File: src/rtl/vga_timing_pkg.sv
// vga_timing_pkg
//   Shared 720p timing defaults, the per-axis total derivation and the
//   four-phase type used by both the horizontal and the vertical axis.
package vga_timing_pkg;

  // Width of the h/v pixel and line counters.
  localparam int unsigned CNT_W = 12;

  // Default 1280x720 @ 60 Hz timing.
  localparam int unsigned DEF_H_ACTIVE = 1280;
  localparam int unsigned DEF_H_FP     = 110;
  localparam int unsigned DEF_H_SYNC   = 40;
  localparam int unsigned DEF_H_BP     = 220;
  localparam int unsigned DEF_V_ACTIVE = 720;
  localparam int unsigned DEF_V_FP     = 5;
  localparam int unsigned DEF_V_SYNC   = 5;
  localparam int unsigned DEF_V_BP     = 20;

  // Period of one axis: active region plus both porches plus the sync pulse.
  function automatic int unsigned axis_total(input int unsigned active_len,
                                             input int unsigned fp_len,
                                             input int unsigned sync_len,
                                             input int unsigned bp_len);
    return active_len + fp_len + sync_len + bp_len;
  endfunction

  localparam int unsigned DEF_H_TOTAL =
    axis_total(DEF_H_ACTIVE, DEF_H_FP, DEF_H_SYNC, DEF_H_BP);  // 1650
  localparam int unsigned DEF_V_TOTAL =
    axis_total(DEF_V_ACTIVE, DEF_V_FP, DEF_V_SYNC, DEF_V_BP);  // 750

  // Phase of a line (H_ACT/H_FP/H_SYNC/H_BP) or of a frame (V_ACT/...).
  typedef enum logic [1:0] {
    PH_ACT  = 2'd0,
    PH_FP   = 2'd1,
    PH_SYNC = 2'd2,
    PH_BP   = 2'd3
  } phase_t;

endpackage

File: src/rtl/vga_axis_counter.sv
// vga_axis_counter
//   One timing axis: a wrapping counter plus a four-phase state machine
//   (active, front porch, sync, back porch). Instantiated once per axis.
// Ports:
//   clk, rst  pixel clock, asynchronous active-high reset
//   en        advance the counter by one on this clock
//   count     registered position within the axis, 0..total-1
//   phase     registered phase of the current count
//   wrap      high on the clock where count goes from total-1 to 0
//   sync      registered sync pulse at SYNC_POS polarity, asserted in PH_SYNC
module vga_axis_counter
  import vga_timing_pkg::*;
#(
  parameter int unsigned ACTIVE_LEN = DEF_H_ACTIVE,
  parameter int unsigned FP_LEN     = DEF_H_FP,
  parameter int unsigned SYNC_LEN   = DEF_H_SYNC,
  parameter int unsigned BP_LEN     = DEF_H_BP,
  parameter bit          SYNC_POS   = 1'b1
) (
  input  logic             clk,
  input  logic             rst,
  input  logic             en,
  output logic [CNT_W-1:0] count,
  output phase_t           phase,
  output logic             wrap,
  output logic             sync
);

  localparam logic [CNT_W-1:0] FP_START   = CNT_W'(ACTIVE_LEN);
  localparam logic [CNT_W-1:0] SYNC_START = CNT_W'(ACTIVE_LEN + FP_LEN);
  localparam logic [CNT_W-1:0] BP_START   = CNT_W'(ACTIVE_LEN + FP_LEN + SYNC_LEN);
  localparam logic [CNT_W-1:0] LAST       =
    CNT_W'(axis_total(ACTIVE_LEN, FP_LEN, SYNC_LEN, BP_LEN) - 1);

  logic [CNT_W-1:0] count_next;
  phase_t           phase_next;

  assign wrap = en && (count == LAST);

  // NOTE: every always_comb output gets a default first, so no path leaves it unassigned and no latch is inferred.
  always_comb begin
    count_next = count;
    if (en) count_next = wrap ? '0 : count + CNT_W'(1);
  end

  // The phase register is loaded from the count it is about to hold, so
  // phase and sync are aligned with count rather than one clock behind.
  always_comb begin
    phase_next = phase;
    if (count_next == '0)              phase_next = PH_ACT;
    else if (count_next == FP_START)   phase_next = PH_FP;
    else if (count_next == SYNC_START) phase_next = PH_SYNC;
    else if (count_next == BP_START)   phase_next = PH_BP;
  end

  // NOTE: clocked state uses non-blocking assignments so every register samples pre-edge values, independent of statement order.
  always_ff @(posedge clk or posedge rst) begin
    if (rst) begin
      count <= '0;
      phase <= PH_ACT;
      sync  <= ~SYNC_POS;
    end else begin
      count <= count_next;
      phase <= phase_next;
      sync  <= (phase_next == PH_SYNC) ? SYNC_POS : ~SYNC_POS;
    end
  end

endmodule

File: src/rtl/vga_timing_gen.sv
// vga_timing_gen
//   Video timing generator (720p defaults): pixel/line counters, sync pulses,
//   active-video flag, line/frame start strobes and a frame counter.
//   Every output comes straight from a register.
// Build option:
//   VGA_SYNC_DELAY_EN  delay hsync, vsync and active by 2 clocks relative to
//                      h_counter/v_counter, to line up with a 2-cycle
//                      synchronous pixel ROM downstream.
// Ports:
//   clk, rst     pixel clock, asynchronous active-high reset
//   h_counter    pixel index within the line
//   v_counter    line index within the frame
//   hsync/vsync  sync pulses at the polarity set by SYNC_POS
//   active       visible-region flag
//   line_start   high while h_counter == 0
//   frame_start  high while h_counter == 0 and v_counter == 0
//   frame_count  completed frames since reset, wrapping
module vga_timing_gen
  import vga_timing_pkg::*;
#(
  parameter int unsigned H_ACTIVE_PIXEL_COUNT = DEF_H_ACTIVE,
  parameter int unsigned H_FRONT_PORCH        = DEF_H_FP,
  parameter int unsigned H_SYNC_WIDTH         = DEF_H_SYNC,
  parameter int unsigned H_BACK_PORCH         = DEF_H_BP,
  parameter int unsigned V_ACTIVE_LINE_COUNT  = DEF_V_ACTIVE,
  parameter int unsigned V_FRONT_PORCH        = DEF_V_FP,
  parameter int unsigned V_SYNC_WIDTH         = DEF_V_SYNC,
  parameter int unsigned V_BACK_PORCH         = DEF_V_BP,
  parameter bit          SYNC_POS             = 1'b1
) (
  input  logic             clk,
  input  logic             rst,
  output logic [CNT_W-1:0] h_counter,
  output logic [CNT_W-1:0] v_counter,
  output logic             hsync,
  output logic             vsync,
  output logic             active,
  output logic             line_start,
  output logic             frame_start,
  output logic [15:0]      frame_count
);

  localparam logic [CNT_W-1:0] H_ACT_LAST = CNT_W'(H_ACTIVE_PIXEL_COUNT - 1);
  localparam logic [CNT_W-1:0] V_ACT_LAST = CNT_W'(V_ACTIVE_LINE_COUNT - 1);

  // Low from reset until the first clock after release: that clock presents
  // position (0,0) with its strobes, and counting starts on the next one.
  logic   run;
  logic   h_wrap, v_wrap;
  logic   h_sync_raw, v_sync_raw;
  phase_t h_phase, v_phase;
  logic   h_act_next, v_act_next;
  logic   active_raw;

  vga_axis_counter #(
    .ACTIVE_LEN (H_ACTIVE_PIXEL_COUNT),
    .FP_LEN     (H_FRONT_PORCH),
    .SYNC_LEN   (H_SYNC_WIDTH),
    .BP_LEN     (H_BACK_PORCH),
    .SYNC_POS   (SYNC_POS)
  ) u_h_axis (
    .clk   (clk),
    .rst   (rst),
    .en    (run),
    .count (h_counter),
    .phase (h_phase),
    .wrap  (h_wrap),
    .sync  (h_sync_raw)
  );

  // The vertical axis steps once per line, on the horizontal wrap.
  vga_axis_counter #(
    .ACTIVE_LEN (V_ACTIVE_LINE_COUNT),
    .FP_LEN     (V_FRONT_PORCH),
    .SYNC_LEN   (V_SYNC_WIDTH),
    .BP_LEN     (V_BACK_PORCH),
    .SYNC_POS   (SYNC_POS)
  ) u_v_axis (
    .clk   (clk),
    .rst   (rst),
    .en    (h_wrap),
    .count (v_counter),
    .phase (v_phase),
    .wrap  (v_wrap),
    .sync  (v_sync_raw)
  );

  // Whether each axis will be in its active region after this edge, derived
  // from the current phase and whether the counter is about to step out.
  always_comb begin
    h_act_next = !run || h_wrap ||
                 ((h_phase == PH_ACT) && (h_counter != H_ACT_LAST));
    v_act_next = v_wrap ||
                 ((v_phase == PH_ACT) && !(h_wrap && (v_counter == V_ACT_LAST)));
  end

  always_ff @(posedge clk or posedge rst) begin
    if (rst) begin
      run         <= 1'b0;
      active_raw  <= 1'b0;
      line_start  <= 1'b0;
      frame_start <= 1'b0;
      frame_count <= '0;
    end else begin
      run         <= 1'b1;
      active_raw  <= h_act_next && v_act_next;
      line_start  <= !run || h_wrap;
      frame_start <= !run || v_wrap;
      if (v_wrap) frame_count <= frame_count + 16'd1;
    end
  end

`ifdef VGA_SYNC_DELAY_EN
  // Two-stage delay line, bit 1 is the output end.
  logic [1:0] hsync_dly, vsync_dly, active_dly;

  always_ff @(posedge clk or posedge rst) begin
    if (rst) begin
      hsync_dly  <= {2{~SYNC_POS}};
      vsync_dly  <= {2{~SYNC_POS}};
      active_dly <= 2'b00;
    end else begin
      hsync_dly  <= {hsync_dly[0], h_sync_raw};
      vsync_dly  <= {vsync_dly[0], v_sync_raw};
      active_dly <= {active_dly[0], active_raw};
    end
  end

  assign hsync  = hsync_dly[1];
  assign vsync  = vsync_dly[1];
  assign active = active_dly[1];
`else
  assign hsync  = h_sync_raw;
  assign vsync  = v_sync_raw;
  assign active = active_raw;
`endif

endmodule

File: config.mk
export PLATFORM = sky130hd
export DESIGN_NAME = vga_timing_gen
export DESIGN_NICKNAME = d
export VERILOG_FILES = /design/src/rtl/vga_timing_pkg.sv /design/src/rtl/vga_axis_counter.sv /design/src/rtl/vga_timing_gen.sv
export SDC_FILE = /design/constraint.sdc
export NUM_CORES = 1
export LEC_CHECK = 0
export CAP_MARGIN = 10
export CORE_MARGIN = 2
export CORE_UTILIZATION = 30
export DETAILED_ROUTE_END_ITERATION = 16
export GPL_ROUTABILITY_DRIVEN = 0
export SLEW_MARGIN = 30
export SYNTH_ARGS = -nofsm -noshare
export SYNTH_HDL_FRONTEND = slang
export SYNTH_HIERARCHICAL = 1
export SYNTH_SLANG_ARGS = --single-unit
File: constraint.sdc
create_clock -name clk -period 8.55 [get_ports clk]
set_input_delay 1.71 -clock clk [delete_from_list [all_inputs] [get_ports clk]]
set_output_delay 1.71 -clock clk [all_outputs]
set_load 0.005 [all_outputs]
==> summary.md <==
| Metric | Value |
|---|---|
| Maximum number of pins on one net before global-route repair | 28 |
| Average wire per cell in the routed design | ~15 µm |
| Buffers added on ports | 46 |
| CTS tree | built |
| Relative area change from synthesis to final layout | 23.3% |
| Number of max-slew violations in the final report | 0 |
| ANT nets after route | 0 |
| Gr ovfl total | 0 |
| Ratio of final minimum period to clock period | 0.430 |
| Chip height | around 100 µm |
| Final setup skew | 6.48 ps |
| Fmax | between 200 and 300 MHz |
| Shortest period the worst path allows | ~3700 ps |
| Floorplan die width | between 100 and 150 µm |
| Number of top-level design ports | between 40 and 50 |
| Dpl hpwl | 4.99 mm |
| Worst endpoint required time | slightly below 9000 ps |
| Ys flop type | sky130_fd_sc_hd__dfrtp_1 |
| Clock edge transition at the registers on the reported setup and hold paths | around 90 ps |
| Final standard cell utilization of the core | 0.384 |
| Length of the first detailed-routing pass in iterations | 4 |
| Clk sink count | 50 |
| Crit path kind | flop to flop |
| Number of buffers inserted during clock tree synthesis | 5 |
| Worst IR drop on VDD | about 0.000057 V |
| Synthesized cell area | around 2900 µm² |
| Count of unresolved DRC violations after routing | 0 |
| Library cells used by synthesis | between 60 and 70 |
| Total area of multi-input combinational cells | about 1500 µm² |
| Total die area | roughly 10000 µm² |
| Number of endpoints failing setup at the final stage | 0 |
| Post-CTS setup buffer count | 0 |
| Syn Inst Count | approximately 300 |
| Drt first-iter violations | around 200 |
| Wire length after detailed routing | around 6.8 mm |
| Number of levels the H-tree was split into | 2 |
| Power density over the cells | between 150 and 200 nW/µm² |
| Largest buffer count on any clock path | 2 |
| Final hold violation count | 0 |
| Initial Util | 0.312 |
| Mean number of vias per cell | ~5.1 |
| Arrival time of data at the critical path endpoint | roughly 3900 ps |
| Tot Pwr | ~540 µW |
| # nets final | about 340 |
| Floorplan Core Area | a little over 9000 µm² |
| Filler instances | between 900 and 1k |
| Warnings, synthesis | 6 |
| Post-Synthesis Mean Instance Area | roughly 9.9 µm² |
| Antenna violations before repair | 0 |
| Via count | between 2k and 2.5k |
| Total area of sequential cells | ~1300 µm² |
| Total negative slack for setup checks | 0 ps |
| Share of synthesized area occupied by flip-flops and latches | 0.430 |
| Category of the worst setup path launch point | flop |
| Number of synthesized flops with an enable pin | 0 |
| Relative slew slack | 0.509 |
| CTS Hold Bufs | 0 |
| Kind of end point of the critical path | flop |
| Setup repair after global routing missed its margin | no |
| Leakage power | about 0.0015 µW |
| Synthesized flop and latch total | 50 |
| Largest fanout on the critical path | 27 |
| Proportion of layout cells with a drive suffix above 1 | 0.0680 |
| Synthesized netlist net count | 302 |
| Outcome | finished clean |
| Cells resized by post-CTS repair | 0 |
| Worst Max-Slew Pin Slew | about 740 ps |
| # rows | 35 |
| Number of antenna repair diodes | 0 |
| First-pass GRT wire length | roughly 11 mm |
| Clock latency of the later-clocked register in the worst-skew pair | 300 ps |
| Global-route usage over all layers | 0.136 |
| Count of maximum capacitance violations | 0 |
| Fraction of registers with async set/reset | 1.00 |
| CTS root buf | sky130_fd_sc_hd__clkbuf_8 |
| Min-delay worst type | flop to flop |
| Via count of the first global-routing pass | approximately 2.3k |
-- cells by family (layout without fill, tap and decap cells) --
group / count (synthesis) / in the layout / share of synthesized area
AND/OR/NAND/NOR: 132 / 132 / 0.285
AO/OA/AOI/OAI: 43 / 43 / 0.107
other: 1 / 1 / 0.00129
multiplexers: 3 / 3 / 0.0112
XOR/XNOR: 33 / 33 / 0.102
adder cells (fa/ha/maj): 5 / 5 / 0.0215
flip-flops: 50 / 50 / 0.430
buffers and inverters: 28 / 71 / 0.0422
-- worst max-delay path: stages, from the launching register on --
cell and delay, ps:
sky130_fd_sc_hd__dfrtp_1 460, sky130_fd_sc_hd__or4b_4 580, sky130_fd_sc_hd__nor4_4 130, sky130_fd_sc_hd__buf_4 320, sky130_fd_sc_hd__and3_1 310, sky130_fd_sc_hd__nand4b_1 250, sky130_fd_sc_hd__inv_2 360, sky130_fd_sc_hd__nand4_4 150
sky130_fd_sc_hd__or3_1 520, sky130_fd_sc_hd__nor4_4 310, sky130_fd_sc_hd__xor2_1 190
-- routing by layer --
metal	track usage	routed length, µm	vias to the layer above
li1	-	-	1150
met1	0.191	3330	1187
met4	0.0421	92	0
met5	0	0	-
met2	0.214	3140	54
met3	0.0260	280	8
-- path summary, 6_finish.rpt --
| path | from | endpoint | slack [ps] | cells after the start |
|---|---|---|---|---|
| setup / recovery | u_h_axis/count[3]$_DFF_PP0_ | frame_count[15]$_DFFE_PP0P_ | 4880 | 10 |
| hold / removal | frame_count[10]$_DFFE_PP0P_ | frame_count[10]$_DFFE_PP0P_ | 500 | 1 |
| setup reg to reg | u_h_axis/count[3]$_DFF_PP0_ | frame_count[15]$_DFFE_PP0P_ | 4880 | 10 |
| hold reg to reg | frame_count[10]$_DFFE_PP0P_ | frame_count[10]$_DFFE_PP0P_ | 500 | 1 |
| max in group asynchronous | rst | run$_DFF_PP0_ | 6170 | 2 |
| min in group asynchronous | rst | u_h_axis/count[5]$_DFF_PP0_ | 1860 | 2 |
-- power by group --
group | leakage [µW] | total [µW] | switching [µW] | internal (µW)
clock network | 0.0000514 | 168 | 80.6 | 87.4
registers | 0.000677 | 273 | 25.2 | 248
logic | 0.000743 | 98.4 | 49.6 | 48.8
-- state kept, by name, summed over array words and instances (netlist names), 2 cells and up --
| signal | cells |
|---|---|
| frame_count | 16 |
| u_h_axis/count | 12 |
| u_h_axis/phase | 2 |
| u_v_axis/count | 12 |
| u_v_axis/phase | 2 |
-- stage by stage --
stage,setup WS [ps],area [µm²],hold slack (ps),cells
6_report,4880,3580,499,467
5_1_grt,4630,3580,513,467
4_1_cts,4860,3580,505,467
3_5_place_dp,4910,3470,491,459
3_3_place_gp,5020,3470,465,459
2_1_floorplan,5080,2910,465,295
-- cells in the mapped netlist, types with 2 or more instances --
library cell	number	area share
sky130_fd_sc_hd__ha_1	5	0.022
sky130_fd_sc_hd__buf_2	2	0.0034
sky130_fd_sc_hd__inv_1	15	0.019
sky130_fd_sc_hd__nand3_1	7	0.012
sky130_fd_sc_hd__nor4_4	2	0.015
sky130_fd_sc_hd__and3_1	2	0.0043
sky130_fd_sc_hd__o31a_1	3	0.0090
sky130_fd_sc_hd__o211ai_1	3	0.0077
sky130_fd_sc_hd__nand2b_1	6	0.013
sky130_fd_sc_hd__nor2_1	24	0.031
sky130_fd_sc_hd__and4_1	3	0.0090
sky130_fd_sc_hd__nand2_1	19	0.025
sky130_fd_sc_hd__or4b_1	2	0.0069
sky130_fd_sc_hd__a211oi_1	5	0.013
sky130_fd_sc_hd__dfrtp_1	50	0.43
sky130_fd_sc_hd__buf_4	2	0.0052
sky130_fd_sc_hd__xnor2_1	18	0.054
sky130_fd_sc_hd__o21ai_0	7	0.012
sky130_fd_sc_hd__nor2b_1	4	0.0086
sky130_fd_sc_hd__nor4bb_1	4	0.014
sky130_fd_sc_hd__or3_1	5	0.011
sky130_fd_sc_hd__nor3_1	11	0.019
sky130_fd_sc_hd__a311oi_1	3	0.0090
sky130_fd_sc_hd__nand4_1	17	0.037
sky130_fd_sc_hd__or2_1	2	0.0043
sky130_fd_sc_hd__nor3b_1	2	0.0052
sky130_fd_sc_hd__clkbuf_1	7	0.0090
sky130_fd_sc_hd__xor2_1	14	0.042
sky130_fd_sc_hd__or4b_4	3	0.014
sky130_fd_sc_hd__nor4_1	5	0.011
sky130_fd_sc_hd__o21ai_1	2	0.0034
sky130_fd_sc_hd__and2_1	4	0.0086
sky130_fd_sc_hd__o22ai_1	2	0.0043
sky130_fd_sc_hd__a21oi_1	7	0.012
-- cell usage in the layout (no fill, tap or decap), types with 6 or more instances in the layout --
cell                               n
sky130_fd_sc_hd__nor3_1           11
sky130_fd_sc_hd__xor2_1           14
sky130_fd_sc_hd__nand3_1           7
sky130_fd_sc_hd__o21ai_0           7
sky130_fd_sc_hd__nand2b_1          6
sky130_fd_sc_hd__inv_1            15
sky130_fd_sc_hd__nand4_1          17
sky130_fd_sc_hd__clkdlybuf4s50_1  46
sky130_fd_sc_hd__nor2_1           24
sky130_fd_sc_hd__dfrtp_1          50
sky130_fd_sc_hd__xnor2_1          18
sky130_fd_sc_hd__nand2_1          19
sky130_fd_sc_hd__a21oi_1           7
-- final cells by class --
cell class / instances / share of cell area
clock inverters: 2 / 0.0105
inverters: 16 / 0.0168
flip-flops and latches: 50 / 0.349
multi-input cells: 217 / 0.428
clock buffers: 6 / 0.0202
well taps: 129 / 0.0450
repair buffers: 47 / 0.131
(Power assumes the default switching activity.)
